**config.mk**
```make
export PLATFORM = sky130hd
export DESIGN_NAME = imem_loader
export DESIGN_NICKNAME = d
export VERILOG_FILES = /design/src/rtl/imem_loader_pkg.sv /design/src/rtl/imem_loader_byte_packer.sv /design/src/rtl/imem_loader.sv
export SDC_FILE = /design/constraint.sdc
export NUM_CORES = 1
export LEC_CHECK = 0
export CORE_MARGIN = 2
export CORE_UTILIZATION = 40
export DETAILED_ROUTE_END_ITERATION = 16
export SYNTH_ARGS = -nofsm -noshare
export SYNTH_HDL_FRONTEND = slang
export SYNTH_SLANG_ARGS = --single-unit
```
**constraint.sdc**
```tcl
create_clock -name clock -period 3.3 [get_ports clock]
set_input_delay 0.66 -clock clock [delete_from_list [all_inputs] [get_ports clock]]
set_output_delay 0.66 -clock clock [all_outputs]
set_load 0.01 [all_outputs]
```
**src/rtl/imem_loader_pkg.sv**
```systemverilog
// Shared types and constants for the instruction-memory program loader.
`default_nettype none
package imem_loader_pkg;
  typedef enum logic [1:0] {IDLE, LOAD, WRITE, DONE} state_e;
  localparam int BYTES_PER_WORD = 4;
  localparam int BYTE_W         = 8;
  localparam int WORD_W         = BYTES_PER_WORD * BYTE_W;
  localparam int CNT_W          = $clog2(BYTES_PER_WORD);
endpackage
`default_nettype wire

```
**src/rtl/imem_loader_byte_packer.sv**
```systemverilog
// Byte-to-word packer: MSB-first shift register plus byte position counter.
`default_nettype none
module byte_packer
  import imem_loader_pkg::*;
(
  input  logic              clock,
  input  logic              reset_n,
  input  logic              clr,
  input  logic              shift_en,
  input  logic [BYTE_W-1:0] byte_in,
  output logic [WORD_W-1:0] word,
  output logic              word_complete
);

  logic [WORD_W-1:0] shift_q, shift_d;
  logic [CNT_W-1:0]  cnt_q, cnt_d;

  always_comb begin
    shift_d = shift_q;
    cnt_d   = cnt_q;
    if (clr) begin
      shift_d = '0;
      cnt_d   = '0;
    end else if (shift_en) begin
      shift_d = {shift_q[WORD_W-BYTE_W-1:0], byte_in};
      cnt_d   = cnt_q + 1'b1;
    end
  end

  // Word as it will look once the byte on byte_in is shifted in.
  assign word          = {shift_q[WORD_W-BYTE_W-1:0], byte_in};
  assign word_complete = shift_en && (cnt_q == CNT_W'(BYTES_PER_WORD - 1));

  always_ff @(posedge clock or negedge reset_n) begin
    if (!reset_n) begin
      shift_q <= '0;
      cnt_q   <= '0;
    end else begin
      shift_q <= shift_d;
      cnt_q   <= cnt_d;
    end
  end

endmodule
`default_nettype wire

```
**src/rtl/imem_loader.sv**
```systemverilog
// Loads a host byte stream into instruction memory, holding the core stalled
// while the load is in progress.
`default_nettype none
module imem_loader
  import imem_loader_pkg::*;
#(
  parameter int DEPTH = 32,
  parameter int AW    = 5
) (
  input  logic              clock,
  input  logic              reset_n,
  input  logic              Start,
  input  logic [BYTE_W-1:0] ByteIn,
  input  logic              ByteValid,
  input  logic              ByteLast,
  output logic              ByteReady,
  output logic              ImWE,
  output logic [AW-1:0]     ImAddr,
  output logic [WORD_W-1:0] ImData,
  output logic              CpuHold,
  output logic              Done,
  output logic              Error,
  output logic [AW:0]       WordCount
);

  state_e            state_q, state_d;
  logic              ready_q, ready_d;
  logic              imwe_q, imwe_d;
  logic [AW-1:0]     imaddr_q, imaddr_d;
  logic [WORD_W-1:0] imdata_q, imdata_d;
  logic              hold_q, hold_d;
  logic              done_q, done_d;
  logic              error_q, error_d;
  logic              last_q, last_d;
  logic [AW:0]       idx_q, idx_d;

  logic              hs;
  logic              pk_clr;
  logic [WORD_W-1:0] pk_word;
  logic              pk_complete;

  // ready_q mirrors state_q==LOAD, so this is the handshake.
  assign hs = ByteValid && ready_q;

  byte_packer u_packer (
    .clock         (clock),
    .reset_n       (reset_n),
    .clr           (pk_clr),
    .shift_en      (hs),
    .byte_in       (ByteIn),
    .word          (pk_word),
    .word_complete (pk_complete)
  );

  always_comb begin
    state_d  = state_q;
    last_d   = last_q;
    idx_d    = idx_q;
    error_d  = error_q;
    imwe_d   = 1'b0;
    imaddr_d = imaddr_q;
    imdata_d = imdata_q;
    pk_clr   = 1'b0;

    unique case (state_q)
      IDLE, DONE: begin
        if (Start) begin
          state_d = LOAD;
          idx_d   = '0;
          error_d = 1'b0;
          last_d  = 1'b0;
          pk_clr  = 1'b1;
        end
      end
      LOAD: begin
        if (hs) begin
          if (pk_complete) begin
            // Index never wraps: a full word beyond DEPTH-1 ends the load.
            if (idx_q == (AW+1)'(DEPTH)) begin
              state_d = DONE;
              error_d = 1'b1;
            end else begin
              state_d  = WRITE;
              imwe_d   = 1'b1;
              imaddr_d = idx_q[AW-1:0];
              imdata_d = pk_word;
              last_d   = ByteLast;
            end
          end else if (ByteLast) begin
            state_d = DONE;
            error_d = 1'b1;
          end
        end
      end
      WRITE: begin
        idx_d   = idx_q + 1'b1;
        state_d = last_q ? DONE : LOAD;
      end
      default: state_d = IDLE;
    endcase

    ready_d = (state_d == LOAD);
    hold_d  = (state_d == LOAD) || (state_d == WRITE);
    done_d  = (state_d == DONE);
  end

  always_ff @(posedge clock or negedge reset_n) begin
    if (!reset_n) begin
      state_q  <= IDLE;
      ready_q  <= 1'b0;
      imwe_q   <= 1'b0;
      imaddr_q <= '0;
      imdata_q <= '0;
      hold_q   <= 1'b0;
      done_q   <= 1'b0;
      error_q  <= 1'b0;
      last_q   <= 1'b0;
      idx_q    <= '0;
    end else begin
      state_q  <= state_d;
      ready_q  <= ready_d;
      imwe_q   <= imwe_d;
      imaddr_q <= imaddr_d;
      imdata_q <= imdata_d;
      hold_q   <= hold_d;
      done_q   <= done_d;
      error_q  <= error_d;
      last_q   <= last_d;
      idx_q    <= idx_d;
    end
  end

  assign ByteReady = ready_q;
  assign ImWE      = imwe_q;
  assign ImAddr    = imaddr_q;
  assign ImData    = imdata_q;
  assign CpuHold   = hold_q;
  assign Done      = done_q;
  assign Error     = error_q;
  assign WordCount = idx_q;

endmodule
`default_nettype wire
```
==> results by stage <==
Logic synthesis:
- Yosys printed 0 warnings.
- By area the synthesized netlist is led by sky130_fd_sc_hd__dfrtp_1, sky130_fd_sc_hd__mux2_4, sky130_fd_sc_hd__nand2_1, sky130_fd_sc_hd__mux2_2, sky130_fd_sc_hd__a21oi_1.
- The number of distinct library cells after synthesis is 33.
- The synthesized area per cell is 12.0 µm².
- The cell taking the most area after synthesis is sky130_fd_sc_hd__dfrtp_1.
- The synthesized design contains 77 register bits.
- The number of nets in the synthesized netlist is 292.
- The portion of the post-synthesis area used by sequential elements is 58.7%.
- The number of instances in the synthesized netlist is 273.
- In this run the cell area of the synthesized design comes to 3280 µm².
- The area share of the largest cell type after synthesis is 58.7%.

Clock network:
- Clock-pin slew was measured on the worst setup and hold paths at 0.08 ns.
- The CTS sink count is 77.
- The later pin in the worst-skew pair is clocked with a latency of 0.35 ns.
- The number of buffers inserted during clock tree synthesis is 9.
- The H-tree generated during clock tree synthesis spans 3 levels.
- The master cell of the clock root buffer is sky130_fd_sc_hd__clkbuf_8.
- Counting along the longest clock path gives a buffer depth of 2.
- TritonCTS built the clock tree.
- The number of setup buffers added after CTS is 0.
- Gates resized during post-CTS repair numbered 0.
- For this design, the CTS-stage hold fixing added 0 buffers.

Pwr:
- Of the total power, combinational logic draws 32.4%.
- VDD sags by at most 0.000335 V.
- The cell leakage power is 1.95 nW.
- Cell internal power was estimated by the tool at 2.06 mW.
- Of the total power, registers draw 45.5%.
- For this design the total switching power over the nets is 0.959 mW.
- The switching power share of the total is 31.8%.
- The share of total power in the clock network is 22.1%.
- The power density relative to cell area is 737 nW/µm².

STA:
- The final setup violation count is 0.
- The post-route worst setup slack is 1.11 ns.
- For the pin with the worst max-slew slack, the measured transition is 0.948 ns.
- The tightest hold path in the finished design has a slack of 0.457 ns.
- The worst clock skew on the final layout is 0.00931 ns.
- The shortest period the worst path allows is 2.19 ns.
- The total count of hold-check failures in the final report is 0.
- The worst slew margin relative to its limit is 36.8%.
- Dividing the final minimum period by the clock period gives 66.4%.
- For the final routed database, the setup TNS stands at 0 ns.
- The max-slew violation count is 0.
- Setup repair after global routing left no endpoint under its margin.
- Timing would allow up to 457 MHz.

Layout:
- The layout has 759 filler cells.
- The final layout contains 350 nets.
- The most frequent standard cell in the layout excluding fill and tap cells is sky130_fd_sc_hd__dfrtp_1.
- 0 antenna diodes ended up in the layout.
- The area growth from synthesis to layout is 24.8%.
- After routing the design area is 4090 µm².
- The share of final-layout standard cells stronger than drive strength 1 is 16.8%.
- In the layout the commonest cells are sky130_fd_sc_hd__dfrtp_1, sky130_fd_sc_hd__clkdlybuf4s50_1, sky130_fd_sc_hd__nand2_1.

Routing:
- The routed wire length on met3 is 240 µm.
- For this block, the routed nets add up to 6.13 mm of wire.
- The met2 routed wirelength is 2.74 mm.
- The total DRC errors in the routed layout is 0.
- The violation count after the first detailed-route iteration is 91.
- The highest metal layer with signal wires is met4.
- Using the TritonRoute via totals, the vias-per-cell ratio works out to 4.78.
- The detailed router placed 2099 vias in this run.
- The pre-antenna-repair detailed-routing pass consisted of 4 iterations.
- The number of nets still failing antenna checks after routing is 0.
- The wire length on met1 is 3.00 mm.
- Dividing the detail-routed wire length by the instance count gives 14.0 µm.

Worst setup path:
- The data arrival time of the critical path is 2.42 ns.
- The kind of start point of the critical path is a flop.
- For the worst setup path, the data required time is 3.53 ns.
- The largest fanout on the critical path is 38.
- The worst setup path is captured at a flop.
- The worst register-to-register path begins at WordCount[3].
- The reg2reg setup slack is 1.11 ns.
- The critical path starts at WordCount[3].
- The number of cells on the worst reg-to-reg path is 4.
- The category of the critical setup timing path is reg -> reg.

Global route:
- The global-route total usage across every layer is 14.8%.
- The via count of the first global-routing pass is 2065.
- The number of antenna violations at the first check in global routing is 0.
- The first global-routing pass estimated 10.3 mm of wire.
- The largest net degree at the start of global routing is 78.
- After global routing the overflow that remains totals 0.

Floorplanning:
- The floorplan step set the die width to 94.6 µm.
- From bottom edge to top edge, the die measures 94.6 µm.
- The floorplan step defined a core boundary enclosing 8090 µm².
- The number of placement rows is 33.
- Once the floorplan was initialized, standard cells occupied 40.5% of the core.
- The die covers 8940 µm².
- The number of top-level pins is 61.

Placed design:
- The count of buffers added on input and output ports is 60.
- Timing analysis after detailed placement gives a worst setup slack of 0.801 ns.
- The routability-driven placement congestion ratio is 0.831.
- The post-placement cell area is 3920 µm².
- Detailed placement finished with a half-perimeter wire length of 3.77 mm.

Run:
- Across the run, the number of max-cap violations was 0.

Run status:
- The flow ran to the end, and the final reports show no timing, DRC or antenna violations.

Hold path:
- The classification of the worst-slack hold path is in -> async.
[cell type report]
cell class              count  area (µm²)  share of cell area [%]
clock buffers               9         124                    3.03
clock inverters             5        53.8                    1.31
multi-input cells         173        1210                    29.7
well taps                 105         131                    3.21
inverters                   8        30.0                   0.734
flip-flops and latches     77        1930                    47.1
repair buffers             62         613                    15.0
[cells by family after synthesis]
kind of cell    count (synthesis)  share of synthesized area (%)
simple gates                   85                           11.1
xor+xnor                        2                          0.534
mux                            39                           15.5
fa+ha+maj                       6                           2.29
flops                          77                           58.7
buf+inv                        23                           4.27
compound gates                 41                           7.55
[cell usage after synthesis]
| master | number |
|---|---|
| sky130_fd_sc_hd__o22a_1 | 1 |
| sky130_fd_sc_hd__o211a_4 | 1 |
| sky130_fd_sc_hd__buf_1 | 3 |
| sky130_fd_sc_hd__mux2_2 | 18 |
| sky130_fd_sc_hd__dfrtp_1 | 77 |
| sky130_fd_sc_hd__buf_4 | 1 |
| sky130_fd_sc_hd__a41oi_1 | 1 |
| sky130_fd_sc_hd__or3_1 | 2 |
| sky130_fd_sc_hd__a32o_1 | 1 |
| sky130_fd_sc_hd__nor2_1 | 7 |
| sky130_fd_sc_hd__buf_2 | 1 |
| sky130_fd_sc_hd__clkbuf_1 | 7 |
| sky130_fd_sc_hd__a22o_1 | 2 |
| sky130_fd_sc_hd__nand2b_1 | 1 |
| sky130_fd_sc_hd__mux2i_1 | 2 |
| sky130_fd_sc_hd__a21o_1 | 1 |
| sky130_fd_sc_hd__nor3b_1 | 1 |
| sky130_fd_sc_hd__xnor2_1 | 2 |
| sky130_fd_sc_hd__nand4_1 | 2 |
| sky130_fd_sc_hd__o211ai_1 | 2 |
| sky130_fd_sc_hd__o21ai_0 | 2 |
| sky130_fd_sc_hd__inv_1 | 8 |
| sky130_fd_sc_hd__buf_12 | 3 |
| sky130_fd_sc_hd__a21boi_0 | 1 |
| sky130_fd_sc_hd__mux2_4 | 19 |
| sky130_fd_sc_hd__nor3_1 | 4 |
| sky130_fd_sc_hd__a21oi_1 | 29 |
| sky130_fd_sc_hd__nand3_1 | 4 |
| sky130_fd_sc_hd__and2_1 | 2 |
| sky130_fd_sc_hd__nand2_1 | 58 |
| sky130_fd_sc_hd__nor2b_1 | 3 |
| sky130_fd_sc_hd__nand2_4 | 1 |
| sky130_fd_sc_hd__ha_1 | 6 |
[worst max-delay path, cell delays in order (launching register included)]
cell	delay, ns
sky130_fd_sc_hd__dfrtp_1	0.46
sky130_fd_sc_hd__or3_1	0.45
sky130_fd_sc_hd__o211a_4	0.27
sky130_fd_sc_hd__nand2_4	0.48
sky130_fd_sc_hd__mux2_2	0.40
[routing by layer]
metal | GRT usage [%] | up-vias
met5 | 0 | -
met4 | 8.21 | 0
met3 | 2.87 | 12
met2 | 20.9 | 49
met1 | 21.5 | 1007
li1 | - | 1031
[path summary, 6_finish.rpt]
path	endpoint
max	ImData[14]
min	ImWE
max reg2reg	ImData[14]
min reg2reg	ImData[25]
max in group asynchronous	ImData[21]
min in group clock	ImData[25]
[power by group through the flow]
stage	Clock, mW	Combinational (mW)	Sequential (mW)
floorplan	0	0.512	1.42
global placement	0	0.970	1.39
detailed placement	0	0.986	1.39
CTS	0.691	0.994	1.38
global route	0.725	1.09	1.41
finish	0.667	0.978	1.37
[metrics by stage]
step                utilization, %  power, mW  instances
finish                        50.6       3.02        439
global route                  50.6       3.23        439
CTS                           50.6       3.06        439
detailed placement            48.4       2.37        425
global placement              48.4       2.36        425
floorplan                        -       1.93        273
[flip-flops by register name, indices dropped and copies added, names as in the netlist]
signal	count
ByteReady	1
CpuHold	1
Done	1
Error	1
ImAddr	5
ImData	32
ImWE	1
WordCount	6
last_q	1
state_q	2
u_packer.cnt_q	2
u_packer.shift_q	24
No activity file was read; power rests on OpenSTA's default activity.
